$ cat src/rtl/demux_stream_1_2_pkg.sv
// Shared definitions for the buffered 1:2 stream demultiplexer:
// channel index type and pointer-width helper.
package demux_stream_pkg;

  // Channel index: one bit selects between the two output channels.
  typedef logic chan_sel_t;

  localparam chan_sel_t CHAN_0 = 1'b0;
  localparam chan_sel_t CHAN_1 = 1'b1;

  localparam int NUM_CHAN = 2;

  // Pointer width for a FIFO of the given depth (never narrower than one bit).
  function automatic int ptr_width(input int depth);
    return (depth > 1) ? $clog2(depth) : 1;
  endfunction

endpackage

$ cat src/rtl/demux_stream_1_2_if.sv
// Handshake bundle for demux_stream_1_2: one input stream and two output
// channels. The slave modport is the demultiplexer's view; the master
// modport is the view of the surrounding producer/consumers.
interface demux_stream_1_2_if #(
  parameter int DATA_WIDTH = 8
);
  import demux_stream_pkg::*;

  // Input stream
  logic                  Enable_In;
  logic [DATA_WIDTH-1:0] Data_In;
  chan_sel_t             Select_In;
  logic                  Valid_In;
  logic                  Ready_Out;

  // Channel 0
  logic [DATA_WIDTH-1:0] Data_0_Out;
  logic                  Valid_0_Out;
  logic                  Ready_0_In;

  // Channel 1
  logic [DATA_WIDTH-1:0] Data_1_Out;
  logic                  Valid_1_Out;
  logic                  Ready_1_In;

  modport slave (
    input  Enable_In, Data_In, Select_In, Valid_In, Ready_0_In, Ready_1_In,
    output Ready_Out, Data_0_Out, Valid_0_Out, Data_1_Out, Valid_1_Out
  );

  modport master (
    output Enable_In, Data_In, Select_In, Valid_In, Ready_0_In, Ready_1_In,
    input  Ready_Out, Data_0_Out, Valid_0_Out, Data_1_Out, Valid_1_Out
  );

endinterface

$ cat src/rtl/demux_stream_1_2_fifo.sv
// demux_stream_fifo: small synchronous FIFO used once per output channel.
// Head data is read straight from storage so a pushed beat is visible the
// cycle after it is written. Reset clears pointers, count and storage.
module demux_stream_fifo
  import demux_stream_pkg::*;
#(
  parameter int DATA_WIDTH = 8,
  parameter int DEPTH      = 4
) (
  input  logic                  clk,
  input  logic                  rst_n,
  input  logic                  push_i,
  input  logic                  pop_i,
  input  logic [DATA_WIDTH-1:0] data_i,
  output logic [DATA_WIDTH-1:0] data_o,
  output logic                  full_o,
  output logic                  empty_o
);

  localparam int PW = ptr_width(DEPTH);
  localparam int CW = PW + 1;
  localparam logic [CW-1:0] FULL_COUNT = CW'(DEPTH);

  logic [DATA_WIDTH-1:0] mem_q [DEPTH];
  logic [PW-1:0]         wr_ptr_q, wr_ptr_d;
  logic [PW-1:0]         rd_ptr_q, rd_ptr_d;
  logic [CW-1:0]         count_q, count_d;
  logic                  do_push, do_pop;

  assign full_o  = (count_q == FULL_COUNT);
  assign empty_o = (count_q == '0);
  assign data_o  = mem_q[rd_ptr_q];

  // Next-state pointers and occupancy; writes to a full FIFO and reads of an
  // empty one are ignored so callers cannot corrupt the count.
  always_comb begin
    do_push  = push_i & ~full_o;
    do_pop   = pop_i & ~empty_o;
    wr_ptr_d = do_push ? wr_ptr_q + PW'(1) : wr_ptr_q;
    rd_ptr_d = do_pop  ? rd_ptr_q + PW'(1) : rd_ptr_q;
    unique case ({do_push, do_pop})
      2'b10:   count_d = count_q + CW'(1);
      2'b01:   count_d = count_q - CW'(1);
      default: count_d = count_q;
    endcase
  end

  // State and storage registers, cleared by synchronous active-low reset.
  always_ff @(posedge clk) begin
    if (!rst_n) begin
      wr_ptr_q <= '0;
      rd_ptr_q <= '0;
      count_q  <= '0;
      for (int i = 0; i < DEPTH; i++) begin
        mem_q[i] <= '0;
      end
    end else begin
      wr_ptr_q <= wr_ptr_d;
      rd_ptr_q <= rd_ptr_d;
      count_q  <= count_d;
      if (do_push) begin
        mem_q[wr_ptr_q] <= data_i;
      end
    end
  end

endmodule

$ cat src/rtl/demux_stream_1_2.sv
// demux_stream_1_2: buffered, handshaked 1:2 stream demultiplexer.
// Each beat goes to the channel named by Select_In; each channel has its own
// FIFO so a stalled consumer never blocks or drops data on the other side.
// Optional per-channel push counters: define DEMUX_STREAM_1_2_COUNT_EN.
module demux_stream_1_2
  import demux_stream_pkg::*;
#(
  parameter int DATA_WIDTH = 8,
  parameter int DEPTH      = 4
) (
  input  logic                  Clk_In,
  input  logic                  Reset_n_In,
  demux_stream_1_2_if.slave     bus
`ifdef DEMUX_STREAM_1_2_COUNT_EN
  ,
  output logic [15:0]           Count_0_Out,
  output logic [15:0]           Count_1_Out
`endif
);

  logic [NUM_CHAN-1:0]   fifo_full;
  logic [NUM_CHAN-1:0]   fifo_empty;
  logic [NUM_CHAN-1:0]   fifo_push;
  logic [NUM_CHAN-1:0]   fifo_pop;
  logic [NUM_CHAN-1:0]   chan_ready;
  logic [DATA_WIDTH-1:0] fifo_dout [NUM_CHAN];
  logic                  in_ready;
  logic                  accept;

  // Ready depends only on enable and space in the selected FIFO; held low in
  // reset so nothing is offered as accepted while state is being cleared.
  always_comb begin
    in_ready = Reset_n_In & bus.Enable_In & ~fifo_full[bus.Select_In];
    accept   = bus.Valid_In & in_ready;
    fifo_push         = '0;
    fifo_push[CHAN_0] = accept & (bus.Select_In == CHAN_0);
    fifo_push[CHAN_1] = accept & (bus.Select_In == CHAN_1);
  end

  assign chan_ready[CHAN_0] = bus.Ready_0_In;
  assign chan_ready[CHAN_1] = bus.Ready_1_In;

  generate
    for (genvar gi = 0; gi < NUM_CHAN; gi++) begin : g_chan
      assign fifo_pop[gi] = chan_ready[gi] & ~fifo_empty[gi];

      demux_stream_fifo #(
        .DATA_WIDTH (DATA_WIDTH),
        .DEPTH      (DEPTH)
      ) u_fifo (
        .clk     (Clk_In),
        .rst_n   (Reset_n_In),
        .push_i  (fifo_push[gi]),
        .pop_i   (fifo_pop[gi]),
        .data_i  (bus.Data_In),
        .data_o  (fifo_dout[gi]),
        .full_o  (fifo_full[gi]),
        .empty_o (fifo_empty[gi])
      );
    end
  endgenerate

  assign bus.Ready_Out   = in_ready;
  assign bus.Data_0_Out  = fifo_dout[CHAN_0];
  assign bus.Valid_0_Out = ~fifo_empty[CHAN_0];
  assign bus.Data_1_Out  = fifo_dout[CHAN_1];
  assign bus.Valid_1_Out = ~fifo_empty[CHAN_1];

`ifdef DEMUX_STREAM_1_2_COUNT_EN
  logic [15:0] count_q [NUM_CHAN];
  logic [15:0] count_d [NUM_CHAN];

  generate
    for (genvar gi = 0; gi < NUM_CHAN; gi++) begin : g_count
      // Free-running push counter; wraps naturally at 16 bits.
      always_comb begin
        count_d[gi] = count_q[gi] + 16'(fifo_push[gi]);
      end

      // Counter register, cleared by reset.
      always_ff @(posedge Clk_In) begin
        if (!Reset_n_In) begin
          count_q[gi] <= '0;
        end else begin
          count_q[gi] <= count_d[gi];
        end
      end
    end
  endgenerate

  assign Count_0_Out = count_q[CHAN_0];
  assign Count_1_Out = count_q[CHAN_1];
`endif

endmodule
$ cat src/flat_wrapper.sv
// flat-port wrapper written by rule: the top's interface ports become plain ports
module demux_stream_1_2_flat import demux_stream_pkg::*;
#(
  parameter int DATA_WIDTH = 8,
  parameter int DEPTH      = 4
)
  (Clk_In, Reset_n_In, bus_Enable_In, bus_Data_In, bus_Select_In, bus_Valid_In, bus_Ready_0_In, bus_Ready_1_In, bus_Ready_Out, bus_Data_0_Out, bus_Valid_0_Out, bus_Data_1_Out, bus_Valid_1_Out);
  demux_stream_1_2_if #(.DATA_WIDTH(DATA_WIDTH)) bus_i ();
  input  logic Clk_In;
  input  logic Reset_n_In;
  input wire logic [$bits(bus_i.Enable_In)-1:0] bus_Enable_In;
  input wire logic [$bits(bus_i.Data_In)-1:0] bus_Data_In;
  input wire logic [$bits(bus_i.Select_In)-1:0] bus_Select_In;
  input wire logic [$bits(bus_i.Valid_In)-1:0] bus_Valid_In;
  input wire logic [$bits(bus_i.Ready_0_In)-1:0] bus_Ready_0_In;
  input wire logic [$bits(bus_i.Ready_1_In)-1:0] bus_Ready_1_In;
  output wire logic [$bits(bus_i.Ready_Out)-1:0] bus_Ready_Out;
  output wire logic [$bits(bus_i.Data_0_Out)-1:0] bus_Data_0_Out;
  output wire logic [$bits(bus_i.Valid_0_Out)-1:0] bus_Valid_0_Out;
  output wire logic [$bits(bus_i.Data_1_Out)-1:0] bus_Data_1_Out;
  output wire logic [$bits(bus_i.Valid_1_Out)-1:0] bus_Valid_1_Out;
  assign bus_i.Enable_In = bus_Enable_In;
  assign bus_i.Data_In = bus_Data_In;
  assign bus_i.Select_In = bus_Select_In;
  assign bus_i.Valid_In = bus_Valid_In;
  assign bus_i.Ready_0_In = bus_Ready_0_In;
  assign bus_i.Ready_1_In = bus_Ready_1_In;
  assign bus_Ready_Out = bus_i.Ready_Out;
  assign bus_Data_0_Out = bus_i.Data_0_Out;
  assign bus_Valid_0_Out = bus_i.Valid_0_Out;
  assign bus_Data_1_Out = bus_i.Data_1_Out;
  assign bus_Valid_1_Out = bus_i.Valid_1_Out;
  demux_stream_1_2 #(.DATA_WIDTH(DATA_WIDTH), .DEPTH(DEPTH)) u_core (.Clk_In(Clk_In), .Reset_n_In(Reset_n_In), .bus(bus_i));
endmodule
$ cat config.mk
export PLATFORM = sky130hd
export DESIGN_NAME = demux_stream_1_2_flat
export DESIGN_NICKNAME = d
export VERILOG_FILES = /design/src/rtl/demux_stream_1_2_pkg.sv /design/src/rtl/demux_stream_1_2_if.sv /design/src/rtl/demux_stream_1_2_fifo.sv /design/src/rtl/demux_stream_1_2.sv /design/src/flat_wrapper.sv
export SDC_FILE = /design/constraint.sdc
export NUM_CORES = 1
export LEC_CHECK = 0
export CORE_AREA = 4 4 92 94
export CTS_CLUSTER_DIAMETER = 200
export DETAILED_ROUTE_END_ITERATION = 8
export DIE_AREA = 0 0 96 98
export GPL_TIMING_DRIVEN = 0
export HOLD_SLACK_MARGIN = 0.12
export PLACE_DENSITY = 0.81
export SETUP_SLACK_MARGIN = 0.4
export SLEW_MARGIN = 20
export SYNTH_ARGS = -nofsm -noshare
export SYNTH_HDL_FRONTEND = slang
export SYNTH_SLANG_ARGS = --single-unit
$ cat constraint.sdc
create_clock -name Clk_In -period 2.8 [get_ports Clk_In]
set_input_delay 0.28 -clock Clk_In [delete_from_list [all_inputs] [get_ports Clk_In]]
set_output_delay 0.28 -clock Clk_In [all_outputs]
set_load 0.1 [all_outputs]
Yosys cells after proc, flatten, opt, wreduce, memory -nomap -nowiden

Memories as Yosys holds them, arrays and structs flattened. A register that Yosys moved wholly into a read port is not among the register bits.
Index checks and enable logic that the tools add are counted.
Widths: inputs -> output; s select.

Bits in registers: 14
Bits in latches: 0
Output and inout bits: 19
Memories: 2
Word-level logic and storage cells: 67
Memory bits (read-only): 0
Bits in writable memories: 64
Input port bits: 15

Add/sub/neg operators: 8
Bitwise gates (word level): 17
Muxes and demuxes: 21
Divide/modulo/power cells: 0
Magnitude comparators: 1
Shift-type cells: 0
Multiply operators: 0
Reduce and logical (&&, ||, !) cells: 6
Eq/ne operators: 6

Memories:

| memory                        | depth | bits a word | read ports | clocked after Yosys merged registers in | write ports | RTL line                    | source |
|---|---|---|---|---|---|---|---|
| u_core.g_chan[0].u_fifo.mem_q | 4     | 8           | 1          | 1                                       | 4           | demux_stream_1_2_fifo.sv:24 | `logic [DATA_WIDTH-1:0] mem_q [DEPTH];` |
| u_core.g_chan[1].u_fifo.mem_q | 4     | 8           | 1          | 1                                       | 4           | demux_stream_1_2_fifo.sv:24 |  |

Operators with widths:

| kind                | number |
|---|---|
| $mux 8              | 2 |
| $reduce_or 8->1     | 2 |
| $mux 2              | 6 |
| $pmux 3 s2          | 2 |
| $and 1x1->1         | 11 |
| $mux 1              | 11 |
| $add 2x1->2 const B | 4 |
| $add 3x1->3 const B | 2 |
| $eq 3x3->1 const B  | 2 |
| $logic_not 3->1     | 2 |
| $not 1->1           | 6 |
| $sub 3x1->3 const B | 2 |
| $eq 2x1->1 const B  | 2 |
| $eq 2x2->1 const B  | 2 |
| $reduce_bool 2->1   | 2 |
| $lt 1x2->1 const B  | 1 |

Logic depth before layout (Yosys ltp)

Depth in word-level cells: 13
Mapped depth: 9
Depth with buffers taken out: 9

Cells and area by module

A second synthesis with hierarchy kept.

Cell total of the unflattened synthesis: 269
Area, all modules: 3792.4 µm²

Modules (own cells, without submodules):

| module            | times used | area an instance (µm²) | cells an instance | seq. area each (µm²) |
|---|---|---|---|---|
| demux_stream_fifo | 2          | 1869.3                 | 130               | 1141.1 |
| demux_stream_1_2  | 1          | 53.8                   | 9                 | 0.0 |

Worst setup path after synthesis

No wires, ideal clock.

Kind: register to register
Start point: register u_core.g_chan[1].u_fifo.count_q[2]
End point: register u_core.g_chan[1].u_fifo.count_q[2]
Setup slack: 0.588 ns
Stages on the path, launching flop included: 10
Period minus slack after synthesis: 2.212 ns
Data arrival time: 2.142 ns
Library setup time: 0.070 ns
Required time: 2.730 ns
Buffers on the path: 0
Path through: dfxtp_1 -> nor3b_4 -> nor2_2 -> inv_1 -> ha_1 -> inv_1 -> fa_1 -> xor2_1 -> or3_1 -> a21oi_1

Word-level cells in the longest chain between the ends: 10
Elaborated cells between the ends (all ways): 19
Those cells by class: add/sub: 2; eq/ne: 3; mux: 3; bitwise: 9; reduce/logical: 2

Ends and longest elaborated chain:

| what                                                   | RTL line                    | source |
|---|---|---|
| from (decl)                                            | demux_stream_1_2_fifo.sv:27 | `logic [CW-1:0] count_q, count_d;` |
| from (signal assigned)                                 | demux_stream_1_2_fifo.sv:60 | `count_q <= count_d;` |
| $eq 3x3->1                                             | demux_stream_1_2_fifo.sv:30 | `assign full_o = (count_q == FULL_COUNT);` |
| $mux 1 (implied by the code) (2 in a row)              | demux_stream_1_2.sv:33      | `in_ready = Reset_n_In & bus.Enable_In & ~fifo_full[bus.Select_In];` |
| $not 1->1                                              | demux_stream_1_2.sv:33      |  |
| $and 1x1->1                                            | demux_stream_1_2.sv:33      |  |
| $and 1x1->1                                            | demux_stream_1_2.sv:34      | `accept = bus.Valid_In & in_ready;` |
| $and 1x1->1                                            | demux_stream_1_2.sv:37      | `fifo_push[CHAN_1] = accept & (bus.Select_In == CHAN_1);` |
| $and 1x1->1                                            | demux_stream_1_2_fifo.sv:37 | `do_push = push_i & ~full_o;` |
| $eq 2x1->1 / $eq 2x2->1 (equally long branches)        | demux_stream_1_2_fifo.sv:41 | `unique case ({do_push, do_pop})` |
| $pmux 3 s2 / $reduce_bool 2->1 (equally long branches) | n/a                         |  |

Parallel ways exist; a longest one is shown, timed or not. The select of a mux whose other input is x is not followed.
A chain may end at the register's enable or synchronous reset.

==> flow_results.org <==
** Yosys
- Synthesis produced a netlist whose cell count is ~250.
- Sequential-to-total area share from yosys stat :: slightly above 60%
- #FFs+latches synth :: between 80 and 90
- Count of distinct cell types in the synthesized netlist :: 36
- The number of nets in the synthesized netlist is approximately 270.
- During synthesis, Yosys emitted a total of 0 warnings.
- Average instance area after synthesis :: between 15 and 20 um^2
- Post-Syn Area :: 3740 um^2

** Clocking
- The later pin in the worst-skew pair is clocked with a latency of about 350 ps.
- Maximum number of buffers from clock root to sink :: 2
- CTS built an H-tree with a depth of 3.
- Cell at the root of the clock tree :: clkbuf_8
- The number of clock buffers added by TritonCTS is 9.
- Hold-fix buffers at CTS :: 0
- Clock transition at the registers of the reported paths :: around 80 ps
- CTS saw 82 sinks.
- TritonCTS clock tree :: built

** Critical path
- Number of cells on the worst reg-to-reg path :: 9
- Type of destination of the critical path :: output pin
- Data arrives at the worst endpoint at roughly 2000 ps.
- The worst setup path is launched from a flip-flop.
- Worst setup path category :: reg -> out
- Across all register-to-register paths, the minimum setup slack is approximately 600 ps.
- The startpoint identified for the worst register-to-register timing path is u_core.g_chan[0].u_fifo.count_q[2]$_SDFFE_PN0P_.
- Maximum fanout count along the critical path :: 8
- Required time at the worst-slack endpoint :: 2520 ps
- The most critical setup path has its endpoint at bus_Data_0_Out[4].
- The endpoint identified for the worst register-to-register timing path is u_core.g_chan[0].u_fifo.count_q[2]$_SDFFE_PN0P_.

** Floorplanning
- The initial utilization of the core area, before any placement, comes to between 40% and 50%.
- Top-level I/O count :: 34
- Die area :: 9410 um^2
- Vertical extent of the die :: a little under 100 um
- X dimension of the die :: 96 um
- Number of placement rows :: 32
- The region available for standard cell placement spans 7650 um^2.

** Final layout
- Cells with a size suffix above 1 make up 22.6% of the layout.
- At the end of the flow, the number of nets in the layout was ~310.
- Fill cells in the final layout number 585.
- 0 antenna diodes ended up in the layout.
- Compared with the post-synthesis result, the final layout area differs by 19.1%.

** Place
- Input and output buffers added on the ports amount to 33.
- Routability congestion estimate from global placement :: roughly 0.74
- Summed over all nets, the half-perimeter wirelength after detailed placement is about 4.5 mm.

** Power
- Maximum VDD drop :: between 0.0003 and 0.0004 V
- Leakage power :: around 1.6 nW
- Pwr dens :: roughly 650 nW/um^2
- Power comes to ~2.9 mW.

** Timing
- Maximum clock skew at final layout :: a little over 8 ps
- The hold violation total from the final report was 0.
- Slew HR :: 36.6%
- The number of slew-limit violations in the final report came to 0.
- Final sum of negative setup slack :: 0 ps
- Fraction of the cycle the final worst path needs :: between 80% and 90%
- The smallest clock period supported by the final layout is computed as 2280 ps.
- Number of endpoints failing setup at the final stage :: 0
- RSZ-0062 raised after global routing :: no
- Transition time at the pin with the least slew margin :: between 900 and 1000 ps
- For this run, the top clock speed supported by timing is between 0.4 and 0.5 GHz.

** GRT
- The initial antenna violation count was 0.
- For this run the aggregate overflow at the end of global routing stands at 0.
- Maximum number of pins on one net before global-route repair :: 16
- The via count of the first global-routing pass was 2088.
- Across every metal layer, demand over resource in global routing totals between 10% and 20%.
- The first global-routing pass estimated around 11 mm of wire.

** Drt
- In the final routed layout, each cell accounts on average for about 16 um.
- After detailed routing, the number of remaining DRC violations is 0.
- The count of nets left with antenna violations once routing finished came out at 0.
- DRT Wirelength :: between 6 and 7 mm
- For this block, the initial DRC count from the detailed router was just over 90.
- Using the TritonRoute via totals, the vias-per-cell ratio works out to 5.24.
- Summed over all nets, wire length on met2 after detailed routing comes to approximately 3.3 mm.
- Vias :: 2090
- The highest metal layer carrying signal wires in the routed design is met4.
- Before antenna repair, the detailed router went through 4 iterations.
- Length of routed wiring on met1 :: ~2.8 mm
- Amount of wire on met3 after detailed routing :: roughly 430 um

** Run status
- Run status :: finished, final reports clean

** Min path
- Hold crit path type :: reg -> reg

** Run
- The tool flagged a number of max-cap violations equal to 0.
-- timing repair --
| action | CTS | global route |
|---|---|---|
| gates resized for setup | 51 | 3 |
| pin swaps | 1 | 0 |
| setup endpoints to repair | 21 | 3 |
| setup buffers | 2 | 0 |
-- layout by cell type, fill, tap and decap left out, types with 6 or more instances in the layout --
cell type,synthesis,final
edfxtp_1,64,64
inv_1,8,8
clkbuf_8,0,9
clkdlybuf4s50_1,0,14
nor2_1,12,12
clkdlybuf4s15_2,0,16
dfxtp_1,18,18
xor2_1,6,6
and2_1,64,64
mux4_2,16,16
-- worst max-delay path, stage by stage, from the launching register on --
cell,delay (ps)
dfxtp_1,310
buf_2,280
mux4_2,570
clkdlybuf4s15_2,480
-- logic make-up (layout without fill, tap and decap cells) --
| logic type | Yosys count | in the layout | synth area share, % |
|---|---|---|---|
| and+or+nand+nor | 103 | 103 | 20.7 |
| xor gates and xnor gates | 8 | 8 | 1.87 |
| buffers and inverters | 15 | 66 | 1.61 |
| muxes | 18 | 18 | 10.2 |
| DFF | 82 | 82 | 61.1 |
| adders and majority gates | 4 | 4 | 1.74 |
| AOI/OAI and AO/OA | 16 | 16 | 2.88 |
-- flip-flops by register name, summed over array words and instances (netlist names), named ones only --
| signal | cells |
|---|---|
| u_core.g_chan.u_fifo.mem_q | 64 |
| u_core.g_chan.u_fifo.rd_ptr_q | 4 |
| u_core.g_chan.u_fifo.wr_ptr_q | 4 |
| u_core.g_chan.u_fifo.count_q | 6 |
-- area by class of cell --
class,count,area (um^2),area share (%)
Clock buffer,9,124,2.78
Timing Repair Buffer,35,358,8.04
Sequential cell,82,2280,51.3
Clock inverter,7,100,2.25
Inverter,9,33.8,0.759
Tap cell,102,128,2.87
Multi-Input combinational cell,149,1400,31.5
Buffer,6,26.3,0.590
-- power breakdown --
| part | switching (mW) | total (mW) | internal [mW] |
|---|---|---|---|
| registers | 0.0321 | 1.40 | 1.36 |
| logic | 0.372 | 0.521 | 0.148 |
| clock network | 0.447 | 0.954 | 0.508 |
-- cells in the mapped netlist --
| cell | instances | share of area [%] |
|---|---|---|
| clkbuf_1 | 1 | 0.10 |
| nor3b_4 | 2 | 1.0 |
| a21oi_1 | 4 | 0.54 |
| o211ai_1 | 1 | 0.20 |
| dfxtp_1 | 18 | 9.6 |
| inv_2 | 1 | 0.10 |
| or2b_1 | 1 | 0.20 |
| nor4_4 | 2 | 1.1 |
| mux2i_1 | 2 | 0.54 |
| o21ai_0 | 4 | 0.54 |
| and3_1 | 1 | 0.17 |
| ha_1 | 2 | 0.67 |
| nand2_1 | 3 | 0.30 |
| nand4_4 | 1 | 0.57 |
| inv_1 | 8 | 0.80 |
| o31a_1 | 2 | 0.47 |
| nand4b_4 | 1 | 0.64 |
| fa_1 | 2 | 1.1 |
| xor2_1 | 6 | 1.4 |
| nand2b_1 | 5 | 0.84 |
| nor2_4 | 1 | 0.30 |
| a21o_1 | 1 | 0.20 |
| nor3b_1 | 1 | 0.20 |
| nor4b_4 | 4 | 2.5 |
| xnor2_1 | 2 | 0.47 |
| and2_1 | 64 | 11 |
| a311o_1 | 1 | 0.27 |
| buf_2 | 3 | 0.40 |
| nor2_1 | 12 | 1.2 |
| or3_1 | 4 | 0.67 |
| nor2_2 | 1 | 0.17 |
| mux4_2 | 16 | 9.6 |
| o311ai_0 | 2 | 0.47 |
| buf_1 | 2 | 0.20 |
| edfxtp_1 | 64 | 51 |
| o21bai_1 | 1 | 0.20 |
-- metal layers --
metal / up-vias / track usage [%]
li1: 997 / -
met5: - / 0
met4: 0 / 7.00
met3: 9 / 3.39
met2: 69 / 23.7
met1: 1015 / 20.7
-- worst min-delay path by stage --
| stage | from | endpoint | cells past startpoint |
|---|---|---|---|
| final | u_core.g_chan[0].u_fifo.count_q[2]$_SDFFE_PN0P_ | u_core.g_chan[0].u_fifo.count_q[2]$_SDFFE_PN0P_ | 2 |
| after global routing | u_core.g_chan[0].u_fifo.count_q[2]$_SDFFE_PN0P_ | u_core.g_chan[0].u_fifo.count_q[2]$_SDFFE_PN0P_ | 2 |
| after CTS | u_core.g_chan[0].u_fifo.count_q[2]$_SDFFE_PN0P_ | u_core.g_chan[0].u_fifo.count_q[2]$_SDFFE_PN0P_ | 2 |
| after detailed placement | u_core.g_chan[1].u_fifo.rd_ptr_q[0]$_SDFFE_PN0P_ | u_core.g_chan[1].u_fifo.rd_ptr_q[0]$_SDFFE_PN0P_ | 2 |
| after global placement | u_core.g_chan[0].u_fifo.rd_ptr_q[1]$_SDFFE_PN0P_ | flip-flop | 2 |
| after floorplan | Reset_n_In | u_core.g_chan[0].u_fifo.wr_ptr_q[1]$_SDFFE_PN0P_ | 1 |
-- per-stage QoR --
| stage | hold slack (ps) | setup WS, ps | cell area [um^2] | std cells | util, % |
|---|---|---|---|---|---|
| after detailed placement | 518 | -4.48 | 4200 | 381 | 54.9 |
| final | 534 | 525 | 4450 | 399 | 58.2 |
| after global placement | 509 | -121 | 4200 | 381 | 54.9 |
| after global routing | 574 | 414 | 4450 | 399 | 58.2 |
| after floorplan | 443 | 588 | 3740 | 246 | - |
| after CTS | 543 | 265 | 4450 | 399 | 58.2 |
Note: power is estimated with default switching activity, not from simulation.
==> variant 1 (config.mk and constraints unchanged) <==
`DATA_WIDTH` is set to 8 in 4 places; all go to 9.
--- a/src/rtl/demux_stream_1_2_if.sv
+++ b/src/rtl/demux_stream_1_2_if.sv
@@ -3,5 +3,5 @@
 // modport is the view of the surrounding producer/consumers.
 interface demux_stream_1_2_if #(
-  parameter int DATA_WIDTH = 8
+  parameter int DATA_WIDTH = 9
 );
   import demux_stream_pkg::*;
--- a/src/rtl/demux_stream_1_2_fifo.sv
+++ b/src/rtl/demux_stream_1_2_fifo.sv
@@ -5,5 +5,5 @@
   import demux_stream_pkg::*;
 #(
-  parameter int DATA_WIDTH = 8,
+  parameter int DATA_WIDTH = 9,
   parameter int DEPTH      = 4
 ) (
--- a/src/rtl/demux_stream_1_2.sv
+++ b/src/rtl/demux_stream_1_2.sv
@@ -6,5 +6,5 @@
   import demux_stream_pkg::*;
 #(
-  parameter int DATA_WIDTH = 8,
+  parameter int DATA_WIDTH = 9,
   parameter int DEPTH      = 4
 ) (
--- a/src/flat_wrapper.sv
+++ b/src/flat_wrapper.sv
@@ -2,5 +2,5 @@
 module demux_stream_1_2_flat import demux_stream_pkg::*;
 #(
-  parameter int DATA_WIDTH = 8,
+  parameter int DATA_WIDTH = 9,
   parameter int DEPTH      = 4
 )
Interface: changed (resized bus_Data_0_Out, bus_Data_1_Out and bus_Data_In); port bits go from 34 to 37. No check against the original RTL was run, so the function may have changed too.
==> variant 1 against the original RTL <==
First-iteration DRC count rose by 40%. Setup slack worse by 0.020 ns. Routed wire length grew 11%. Cell count is 6.3% higher. Sequential cell count increased by 8. Total power increased by 10%. Via count up 6.3%. Register-to-register slack worse by 0.08 ns. Clock skew grew 0.0043 ns. Cell area grew 8.7%. Area after synthesis grew 8.8%.
==> variant 1: results (changes against the original RTL) <==
R2R Setup Slk -> 0.52 ns (-0.08 ns)
WL/cell -> 17.18 um (+4.2%)
Cell Int Power -> 2.261 mW (+12%)
Avg Inst Size Synth -> 15.18 um^2 (about the same)
Placed inst area -> 4556 um^2 (+8.6%)
Distinct cells, synth -> 38 (+5.6%)
Worst-Margin Slew -> 0.9612 ns (+0.006484 ns)
Reg2reg path depth -> 10 (+1)
Sequential-to-total area share from yosys stat -> 62.01% (+0.95 points)
Top Registers -> u_core.g_chan.u_fifo.mem_q (72), u_core.g_chan.u_fifo.count_q (6)
Vias in the first global route -> 2,361 (+13%)
Post-Synth Adder-Cell Area -> 1.600% (-0.14 points)
Compound-Gate Fraction of Synth Area -> 2.645% (-0.23 points)
Share of layout cells above drive strength 1 -> 23.29% (+0.73 points)
EDFF count, synth -> 72 (+13%)
Min-delay src -> Reset_n_In
Fmax achieved -> 435.8 MHz (-0.85%)
Synth Area in XOR/XNOR -> 1.723% (-0.15 points)
Worst Path Max Fanout -> 9 (+1)
Reg-to-reg critical path endpoint -> u_core.g_chan[1].u_fifo.count_q[2]
Via count -> 2,221 (+6.3%)
Worst reg2reg startpoint -> u_core.g_chan[1].u_fifo.count_q[0]
Worst Hold Endpoint -> u_core.g_chan[0].u_fifo.wr_ptr_q[1]
Placed Cells -> 406 (+6.6%)
Cell Count, Final, Fillers Out -> 424 (+6.3%)
Post-detail-place hpwl -> 4834 um (+8.4%)
Status -> finished, final reports clean
Fill count -> 563 (-3.8%)
Drt first-iter violations -> 130 (+40%)
P_leak -> 1.733 nW (+11%)
-- variant 1: critical path, delay by kind of cell (launching register included) --
kind,cells,cell delay (ns)
buf+inv,2,0.79
mux,1,0.56
flops,1,0.32
-- variant 1: logic make-up (layout without fill, tap and decap cells) --
family,count (synthesis),count (layout)
xor gates and xnor gates,8,8
buffers and inverters,19,73
and+or+nand+nor,111,111
muxes,20,20
adders and majority gates,4,4
AOI/OAI and AO/OA,16,16
DFF,90,90
-- variant 1: timing repair --
action,in CTS,in global routing
setup buffers,2,0
resized for setup,59,7
endpoints found under the setup margin,23,5
-- variant 1: power by group through the flow --
stage                     Combinational (mW)  Clock (mW)  Sequential [mW]
after global routing                   0.594        1.16             1.54
after global placement                 0.575           0             1.56
after floorplan                        0.448           0             1.56
after CTS                              0.571        1.08             1.54
after detailed placement               0.582           0             1.57
final                                  0.564        1.07             1.53
-- variant 1: layout make-up --
cell class | instances | area (um^2) | area share (%)
Sequential cell | 90 | 2524 | 52.15
Multi-Input combinational cell | 159 | 1464 | 30.25
Timing Repair Buffer | 38 | 392.9 | 8.118
Tap cell | 102 | 127.6 | 2.637
Clock buffer | 9 | 123.9 | 2.559
Clock inverter | 7 | 121.4 | 2.508
Buffer | 10 | 52.55 | 1.086
Inverter | 9 | 33.78 | 0.6980
-- variant 1: per-layer routing --
| layer | vias up | share of wire [%] | GRT usage (%) |
|---|---|---|---|
| li1 | 1077 | - | - |
| met1 | 1096 | 44 | 22.48 |
| met4 | 0 | 1.0 | 3.939 |
| met2 | 42 | 51 | 27.88 |
| met5 | - | 0 | 0 |
| met3 | 6 | 3.7 | 4.391 |
-- variant 1: worst max-delay path by stage --
stage	to	cells after the start
floorplan	u_core.g_chan[1].u_fifo.count_q[2]	10
global placement	u_core.g_chan[0].u_fifo.mem_q[3][2]	5
detailed placement	bus_Ready_Out	4
CTS	u_core.g_chan[1].u_fifo.count_q[2]	11
global route	u_core.g_chan[1].u_fifo.count_q[2]	10
finish	bus_Data_1_Out[4]	3
==> variant 2 (same settings) <==
Made on the original files. Compare `count_q` against `FULL_COUNT` with >= in place of ==.
--- a/src/rtl/demux_stream_1_2_fifo.sv
+++ b/src/rtl/demux_stream_1_2_fifo.sv
@@ -28,5 +28,5 @@
   logic                  do_push, do_pop;
 
-  assign full_o  = (count_q == FULL_COUNT);
+  assign full_o  = (count_q >= FULL_COUNT);
   assign empty_o = (count_q == '0);
   assign data_o  = mem_q[rd_ptr_q];
Check against the original RTL: no difference found for any inputs over 4 cycles, from zero or initial values and one cycle with Reset_n_In low; that may be too few to reach the edited logic, so the function may still have changed.
==> variant 2 against the original RTL <==
Cell area up 0.42%. Die area unchanged. Routed wire length up 3.4%. Clock power down 3.0%. Cell count up 3.8%. Global-route usage up 0.30 points. Hold slack better by 0.030 ns. Setup slack worse by 0.094 ns. Area after synthesis up 0.13%. Sequential cell count unchanged. Combinational power up 4.4%. Total power down 0.37%. Highest routed layer unchanged.
==> variant 2: results (changes against the original RTL) <==
Status -> finished, final reports clean
Number of buffers created by CTS -> 9 (unchanged)
P_leak -> 1.634 nW (+5.0%)
Vias/cell -> 5.188 (-0.95%)
WL/cell -> 16.43 um (-0.34%)
EDFF count, synth -> 64 (unchanged)
Synth cell count leaders -> edfxtp_1 (64), and2_1 (56), dfxtp_1 (18)
Final wirelength -> 6804 um (+3.4%)
Switching Share -> 29.11% (-0.53 points)
Worst path slowest cell -> clkdlybuf4s50_1
PortBufs -> 33 (unchanged)
Worst VDD drop -> 382.4 uV (+27%)
Vias in the first global route -> 2,157 (+3.3%)
GP Congestion -> 0.7637 (+3.2%)
Distinct cells, synth -> 36 (unchanged)
Worst skew pair latency -> 0.35 ns (about the same)
Largest net degree at the start of global routing -> 15 (-1)
Post-Synth Adder-Cell Area -> 1.739% (-0.0023 points)
Antenna violations before repair -> 0 (unchanged)
Placed Cells -> 394 (+3.4%)
Post-detail-place hpwl -> 4473 um (+0.27%)
Synth Area in XOR/XNOR -> 2.340% (+0.47 points)
Post-synthesis mux area share -> 9.896% (-0.28 points)
Global-route usage over all layers -> 15.68% (+0.30 points)
Share of layout cells above drive strength 1 -> 21.15% (-1.4 points)
First-pass GRT wire length -> 11,040 um (+4.4%)
Worst-path clk slew -> 0.08 ns (about the same)
Sequential-to-total area share from yosys stat -> 60.98% (-0.082 points)
Nets -> 326 (+4.8%)
Arr. time, crit path -> 2.09 ns (+0.09 ns)
Top cells by area, synth -> edfxtp_1 (51%), dfxtp_1 (9.6%), mux4_2 (9.6%)
Async SR Flop Fraction -> 0% (unchanged)
Delay-heaviest family, CP -> buffers and inverters
Cells after Synth -> 259 (+5.3%)
HP Class -> register to register
Fill count -> 607 (+3.8%)
Setup Skew -> 0.01011 ns (+0.001895 ns)
Max-Slew Margin vs Limit -> 35.45% (-1.2 points)
Compound-Gate Fraction of Synth Area -> 2.474% (-0.41 points)
Slowest cell delay on critical path -> 0.72 ns (+0.15 ns)
DR DRC count -> 0 (unchanged)
Yosys warns -> 0 (unchanged)
H-tree lvl count -> 3 (unchanged)
Placed inst area -> 4204 um^2 (+0.21%)
Drt first-iter violations -> 128 (+38%)
DRT Pass-1 Iters -> 4 (unchanged)
Antenna Cells -> 0 (unchanged)
Top Registers -> u_core.g_chan.u_fifo.mem_q (64), u_core.g_chan.u_fifo.count_q (6)
Worst Path Max Fanout -> 10 (+2)
Syn Nets -> 278 (+4.9%)
variant 2: cell count changes in the layout (fill, tap and decap cells not counted), moves of 3 or more:
cell     delta
xnor2_1     +6
nor2_1      -8
buf_4       +3
a21oi_1     -4
nor2b_1     +5
nor4b_4     -4
nand2_1     +4
and3_1     +16
and2_1      -8
xor2_1      -4
variant 2: logic make-up after synthesis:
kind of cell | count (synthesis)
mux | 17
flops | 82
compound gates | 14
xor+xnor | 10
simple gates | 112
buf+inv | 20
fa+ha+maj | 4
variant 2: cell type report:
cell class,instances,area (um^2),area share [%]
clock buffer,9,123.9,2.771
buffer,10,46.29,1.036
sequential,82,2282,51.05
tap,102,127.6,2.855
timing repair buffer,37,377.9,8.452
multi-input combinational,157,1383,30.93
clock inverter,7,92.59,2.071
inverter,10,37.54,0.8396
variant 2: routing by layer:
metal / GRT usage [%] / routed length [um]
met5: 0 / 0
met4: 6.674 / 128
met1: 21.50 / 3102
met3: 2.773 / 327
met2: 24.43 / 3246
variant 2: path summary, 6_finish.rpt:
path                                       startpoint                             endpoint  slack [ns]  cells after the start
setup reg to reg   u_core.g_chan[1].u_fifo.count_q[2]   u_core.g_chan[1].u_fifo.count_q[2]        0.59                      9
hold / removal    u_core.g_chan[0].u_fifo.wr_ptr_q[0]  u_core.g_chan[0].u_fifo.wr_ptr_q[1]        0.56                      2
setup / recovery                           Reset_n_In                        bus_Ready_Out        0.43                      5
hold reg to reg   u_core.g_chan[0].u_fifo.wr_ptr_q[0]  u_core.g_chan[0].u_fifo.wr_ptr_q[1]        0.56                      2
variant 2: worst reg2reg max path: cells and delay by family, from the launching register on:
| kind | cells | cell delay, ns |
|---|---|---|
| compound gates | 1 | 0.15 |
| xor+xnor | 1 | 0.16 |
| fa+ha+maj | 2 | 0.62 |
| buf+inv | 2 | 0.12 |
| flops | 1 | 0.44 |
| simple gates | 3 | 0.66 |
variant 2: power by group through the flow:
stage	clock [mW]	combinational [mW]	sequential [mW]
after global placement	0	0.545	1.42
after CTS	0.940	0.546	1.39
after floorplan	0	0.425	1.41
after detailed placement	0	0.552	1.42
final	0.925	0.544	1.39
after global routing	0.996	0.578	1.40
variant 2: per-stage QoR:
stage,worst slack [ns],hold WS [ns]
after CTS,0.3220,0.5709
after global routing,0.3226,0.6030
after global placement,-0.2070,0.5314
after detailed placement,-0.2460,0.5558
after floorplan,0.7344,0.4782
final,0.4305,0.5635
variant 2: repair_timing:
action                     4_1_cts  5_1_grt
pin swaps                        0        1
gates resized for setup         51        4
buffers inserted                 0        4
setup endpoints to repair       17        4
